$ cat config.mk
export PLATFORM = sky130hd
export DESIGN_NAME = hazard_stall_controller
export DESIGN_NICKNAME = d
export VERILOG_FILES = /design/src/rtl/hazard_stall_controller.sv
export SDC_FILE = /design/constraint.sdc
export NUM_CORES = 1
export LEC_CHECK = 0
export ABC_AREA = 1
export CAP_MARGIN = 20
export CORE_ASPECT_RATIO = 1.5
export CORE_MARGIN = 2
export CORE_UTILIZATION = 45
export DETAILED_ROUTE_END_ITERATION = 16
export MAX_ROUTING_LAYER = met4
export PLACE_DENSITY = 0.86
export SYNTH_ARGS = -nofsm -noshare
export SYNTH_HDL_FRONTEND = slang
export SYNTH_SLANG_ARGS = --single-unit
$ cat constraint.sdc
create_clock -name clk -period 1.5 [get_ports clk]
set_input_delay 0.225 -clock clk [delete_from_list [all_inputs] [get_ports clk]]
set_output_delay 0.225 -clock clk [all_outputs]
set_load 0.02 [all_outputs]
$ cat src/rtl/hazard_stall_controller.sv
// Pipeline sequencing for the 5-stage RV32I core: stage flush/bubble control,
// EX operand forwarding, data-cache miss freeze FSM and performance counters.
module hazard_stall_controller #(
    parameter int CNT_W        = 32,
    parameter int MISS_TIMEOUT = 1024
) (
    input  logic             clk,
    input  logic             rst,
    input  logic [4:0]       reg1_srcD,
    input  logic [4:0]       reg2_srcD,
    input  logic [4:0]       reg1_srcE,
    input  logic [4:0]       reg2_srcE,
    input  logic [4:0]       reg_dstE,
    input  logic [4:0]       reg_dstM,
    input  logic [4:0]       reg_dstW,
    input  logic             wb_select_E,
    input  logic             reg_write_en_M,
    input  logic             reg_write_en_W,
    input  logic             br_E,
    input  logic             jalr_E,
    input  logic             jal_D,
    input  logic             mem_access_M,
    input  logic             cache_miss,
    output logic             flushF,
    output logic             flushD,
    output logic             flushE,
    output logic             flushM,
    output logic             flushW,
    output logic             bubbleF,
    output logic             bubbleD,
    output logic             bubbleE,
    output logic             bubbleM,
    output logic             bubbleW,
    output logic [1:0]       op1_sel,
    output logic [1:0]       op2_sel,
    output logic [CNT_W-1:0] miss_count,
    output logic [CNT_W-1:0] stall_cycles,
    output logic             miss_timeout
);

    localparam logic [0:0] RUN  = 1'b0;
    localparam logic [0:0] WAIT = 1'b1;

    localparam int                WAIT_W    = $clog2(MISS_TIMEOUT + 1);
    localparam logic [WAIT_W-1:0] WAIT_MAX  = WAIT_W'(MISS_TIMEOUT);
    localparam logic [WAIT_W-1:0] WAIT_LAST = WAIT_W'(MISS_TIMEOUT - 1);
    localparam logic [CNT_W-1:0]  CNT_ONE   = CNT_W'(1);

    logic [0:0]        r_state;
    logic [WAIT_W-1:0] r_wait_cnt;
    logic [CNT_W-1:0]  r_miss_count;
    logic [CNT_W-1:0]  r_stall_cycles;
    logic              r_miss_timeout;

    logic w_miss_start;
    logic w_miss_stall;
    logic w_load_use;
    logic w_ctrl_xfer;
    logic w_load_bubble;

    // The freeze lasts exactly as long as cache_miss is high: the cycle the
    // line arrives is the release cycle, so the pipe advances on that edge.
    assign w_miss_start  = (r_state == RUN) && mem_access_M && cache_miss;
    assign w_miss_stall  = cache_miss && ((r_state == WAIT) || mem_access_M);
    assign w_load_use    = wb_select_E && (reg_dstE != 5'd0) &&
                           ((reg_dstE == reg1_srcD) || (reg_dstE == reg2_srcD));
    assign w_ctrl_xfer   = br_E || jalr_E;
    assign w_load_bubble = !w_miss_stall && w_load_use && !w_ctrl_xfer;

    function automatic logic [1:0] fwd_sel(input logic [4:0] src);
        if (reg_write_en_M && (reg_dstM != 5'd0) && (reg_dstM == src))
            return 2'b01;
        else if (reg_write_en_W && (reg_dstW != 5'd0) && (reg_dstW == src))
            return 2'b10;
        else
            return 2'b00;
    endfunction

    always_comb begin
        // NOTE: every output gets a default first so no path can infer a latch.
        {flushF, flushD, flushE, flushM, flushW}      = 5'b00000;
        {bubbleF, bubbleD, bubbleE, bubbleM, bubbleW} = 5'b00000;
        op1_sel = 2'b00;
        op2_sel = 2'b00;
        if (rst) begin
            {flushF, flushD, flushE, flushM, flushW} = 5'b11111;
        end else begin
            op1_sel = fwd_sel(reg1_srcE);
            op2_sel = fwd_sel(reg2_srcE);
            if (w_miss_stall) begin
                {bubbleF, bubbleD, bubbleE, bubbleM} = 4'b1111;
                flushW = 1'b1;
            end else if (w_ctrl_xfer) begin
                // A taken transfer discards the ID instruction, so any load-use on it is moot.
                flushD = 1'b1;
                flushE = 1'b1;
            end else if (w_load_use) begin
                bubbleF = 1'b1;
                bubbleD = 1'b1;
                flushE  = 1'b1;
            end else if (jal_D) begin
                flushD = 1'b1;
            end
        end
    end

    // NOTE: sequential state uses non-blocking assignments so every register
    // samples the pre-edge values regardless of statement order.
    always_ff @(posedge clk) begin
        if (rst) begin
            r_state        <= RUN;
            r_wait_cnt     <= '0;
            r_miss_count   <= '0;
            r_stall_cycles <= '0;
            r_miss_timeout <= 1'b0;
        end else begin
            if (w_miss_stall || w_load_bubble)
                r_stall_cycles <= r_stall_cycles + CNT_ONE;

            if (r_state == RUN) begin
                r_wait_cnt <= '0;
                if (w_miss_start) begin
                    r_state      <= WAIT;
                    r_miss_count <= r_miss_count + CNT_ONE;
                end
            end else if (cache_miss) begin
                if (r_wait_cnt != WAIT_MAX)
                    r_wait_cnt <= r_wait_cnt + 1'b1;
                if (r_wait_cnt >= WAIT_LAST)
                    r_miss_timeout <= 1'b1;
            end else begin
                r_state    <= RUN;
                r_wait_cnt <= '0;
            end
        end
    end

    assign miss_count   = r_miss_count;
    assign stall_cycles = r_stall_cycles;
    assign miss_timeout = r_miss_timeout;

endmodule

### Yosys cells after proc, flatten, opt, wreduce, memory -nomap -nowiden

Cells that the tools add are included.

* $add $sub $neg: 3
* order comparisons: 1
* equality and inequality tests: 7
* multiplexer cells: 25
* bitwise operators: 2
* reductions and logical operators: 25

Operator list (number)
* adder 32 x 1 -> 32 bit, second input constant: 2
* equality test 5 bit: 6
* two-way mux 1 bit: 19
* nonzero test 5 bit: 3
* logical AND 1 bit: 13
* two-way mux 2 bit: 6
* adder 11 x 1 -> 11 bit, second input constant: 1
* greater-or-equal comparator 11 x 10 -> 1 bit, second input constant: 1
* != test 11 bit, second input constant: 1
* logical OR 1 bit: 4
* AND reduction 3 bit: 1
* OR reduction 3 bit: 1
* logical NOT 1 bit: 2
* inverter 1 bit: 2
* AND reduction 2 bit: 1

* register bits after elaboration: 77
* bits of input ports: 45
* output and inout port bits: 79
* word-level logic and storage cells: 68

### Logic depth before layout (Yosys ltp)

* word-level depth: 7
* depth in mapped cells: 11

### Worst setup path after synthesis

Ideal clock, no wire load.

* path kind: register -> register
* start point: register r_stall_cycles[0] (netlist: stall_cycles[0])
* end point: register r_stall_cycles[16] (netlist: stall_cycles[16])
* library setup time: 70 ps
* arrival: 1619 ps
* slack: -189 ps
* cell stages (with the launch flop): 9
* buffers on the path: 0
* path through: dfxtp_1 ha_1 inv_1 nor3_4 nand2_1 nor2_1 xor2_1 nand2_1 a21oi_1

* longest elaborated chain between the ends: 1

Ends and longest elaborated chain
* from (decl): line 52 `logic [CNT_W-1:0] r_stall_cycles;`
* from (signal assigned): line 118 `r_stall_cycles <= r_stall_cycles + CNT_ONE;`
* adder 32 x 1 -> 32 bit: line 118

Every way passes these cells.
A chain may end at the register's enable or synchronous reset.

### Worst setup path in the final report

* start point: register r_miss_count[19] (netlist: miss_count[19])
* end point: register r_miss_count[22] (netlist: miss_count[22])

* longest elaborated chain between the ends: 1

Ends and longest elaborated chain
* from (decl): line 51 `logic [CNT_W-1:0] r_miss_count;`
* from (signal assigned): line 124 `r_miss_count <= r_miss_count + CNT_ONE;`
* adder 32 x 1 -> 32 bit: line 124

Every way passes these cells.

==> flow_metrics.tcl <==
set metrics [dict create \
    dp.cells 1140 \
    worstSetupEndpointType "flop" \
    num_antenna_cells 0 \
    ios 124 \
    syn_avg_cell_area_um2 6.22 \
    fin_ws_ps -149 \
    top_layer "met4" \
    cts_hold_buf 0 \
    first_pass_iters 6 \
    grt_start_max_net_pins 40 \
    dr_wl_met3_mm 1.59 \
    synth_top_cells_by_area "dfxtp_1 31%, nand2_1 18%, nor2_1 8.3%, inv_1 6.2%, a21oi_1 5.9%" \
    clk_transition_reported_paths_ps 60 \
    grt_antenna_before_repair 0 \
    hpwlAfterDp_mm 11.9 \
    final_cells 1179 \
    synthTopCellsByCount "239 x nand2_1, 111 x nor2_1, 83 x inv_1" \
    worst_setup_path_start_kind "flop" \
    grt_pass1_vias 6057 \
    nNetsFinal 1076 \
    hold_viol 0 \
    yosysWarnings 0 \
    rows 47 \
    stdcell_area_mm2 0.00809 \
    wl_met2_mm 10.7 \
    start_util_pct 45.8 \
    drc 0 \
    layout-drive-gt1-share_pct 36.0 \
    critical_path_class "reg -> reg" \
    htree_levels 3 \
    pre_cts_ws_ps -939 \
    gp_congestion 0.960 \
    maxSlewViolCount 0 \
    synth_edf_count 0 \
    synth_cell_types 37 \
    die_w_um 90.1 \
    wl_per_cell_um 17.8 \
    overflow 0 \
    synth_top_flop_cell "dfxtp_1" \
    vias 6892 \
    root_buffer "clkbuf_16" \
    grt_first_pass_wirelength_mm 26.9 \
    rsz0062_at_grt "true" \
    die_area_mm2 0.0120 \
    p_leak_nw 3.59 \
    critPathMaxFanout 3 \
    viasPerCell 5.85 \
    ys_seq_area_share_pct 30.8 \
    drt_iter0_markers 950 \
    ant_nets 0 \
    maxCapViolations 0 \
    fp.coreArea_mm2 0.0109 \
    m1WireLength_mm 6.84 \
    synth_most_common_cell "nand2_1" \
    syn_area_mm2 0.00500 \
    violations "setup timing" \
    period_needed_ps 1650 \
    dpl_cell_area_mm2 0.00698 \
    clock-sinks 77 \
    clockBufferDepth 2 \
    area_delta_synth_final_pct 61.6 \
    drt-total-wl_mm 21.0 \
    grt_use_total_pct 28.1 \
    ir_drop_v 0.000557 \
    crit_arrival_ps 1870 \
    synth_top_area_share_pct 30.8 \
    cts_tree "built" \
    max_freq_mhz 607 \
    numCtsBuffers 9 \
    synth_nets 854 \
    hold_path.class "in -> reg" \
    clock_latency_ps 350 \
    crit_required_ps 1720 \
    status "complete, but fails checks" \
    skew_ps 5.98 \
    p_per_area_mw_per_mm2 663 \
    synth-seq-cells 77 \
    portBuffers 122 \
    die_y_um 133 \
    syn_inst 805 \
    timing.final.crit_share_pct 110 \
    yosysTopAreaCell "dfxtp_1" \
    async_flop_share_pct 0 \
    setup_violations 32 \
    nFillCells 741 \
    r2r_slack_ps -150 \
]
[stage by stage]
stage	utilization (%)	hold slack [ps]	TNS, ps	total power, mW
after floorplan	-	458	-336	2.37
after global placement	63.8	447	-27620	2.66
after detailed placement	63.8	453	-31580	2.68
after CTS	67.1	363	-259	5.23
after global routing	74.0	384	-5170	5.46
final	74.0	383	-2030	5.36
[cell usage in the layout, fill, tap and decap left out, types with 4 or more instances in the layout]
cell,instances
nor3_4,11
nand3_4,7
dfxtp_4,9
dfxtp_2,32
xor2_1,26
nor2_2,37
o21ai_1,6
buf_6,25
nand3_1,55
inv_2,21
nand2_2,25
xor2_2,4
nor2_1,66
nand2_1,211
a21oi_2,7
inv_1,64
clkdlybuf4s15_1,4
nor2_4,12
xnor2_1,8
nand3b_1,9
buf_4,104
o21ai_0,15
dlygate4sd2_1,72
nor3_2,11
nand4_1,11
clkbuf_16,9
nor3_1,8
a21oi_1,52
clkdlybuf4s50_1,4
buf_2,19
dfxtp_1,36
xnor2_2,4
[report_power, final]
| part | total (mW) | switching, mW | internal (mW) |
|---|---|---|---|
| Combinational | 0.663 | 0.379 | 0.284 |
| Clock | 2.64 | 0.960 | 1.68 |
| Sequential | 2.06 | 0.0169 | 2.04 |
| Total | 5.36 | 1.36 | 4.01 |
[routing by layer]
layer / up-vias / GRT usage [%]
li1: 3019 / -
met2: 516 / 51.3
met1: 3144 / 27.3
met4: 0 / 19.1
met5: - / -
met3: 213 / 3.85
[timing repair]
action | CTS | global route
endpoints found under the setup margin | 114 | 67
setup buffers | 5 | 20
resized for setup | 288 | 222
pin swaps | 38 | 70
[final timing paths]
check,start,to,cells after the start
worst max register to register,miss_count[19],miss_count[22],10
worst min-delay path,rst,miss_count[14],3
worst max-delay path,miss_count[19],miss_count[22],10
worst min register to register,miss_timeout,miss_timeout,2
[state kept, by name, indices dropped and copies added (netlist names)]
register,count
miss_timeout,1
stall_cycles,32
miss_count,32
r_wait_cnt,11
r_state,1
[kinds of logic after synthesis]
kind of cell / synth area share, %
xor+xnor: 7.35
other cells: 0.0749
buf+inv: 8.92
fa+ha+maj: 1.00
flops: 30.8
simple gates: 42.4
compound gates: 9.42
[final cells by class]
cell class | count | area, um^2 | share of cell area, %
multi-input cells | 617 | 3680 | 45.5
repair buffers | 234 | 1920 | 23.7
flip-flops and latches | 77 | 1620 | 20.0
inverters | 88 | 335 | 4.15
clock buffers | 11 | 243 | 3.00
well taps | 147 | 184 | 2.27
clock inverters | 5 | 108 | 1.33
[critical path, stage by stage, from the launching register on]
cell and delay, ps:
dfxtp_1 410, buf_4 160, nand2_1 70, nor2_1 170
nand2_1 120, nor2_1 210, nand2_1 100, nand2_1 80
nand2_1 70, nand2_1 70, a21oi_1 60
(Power assumes the default switching activity.)
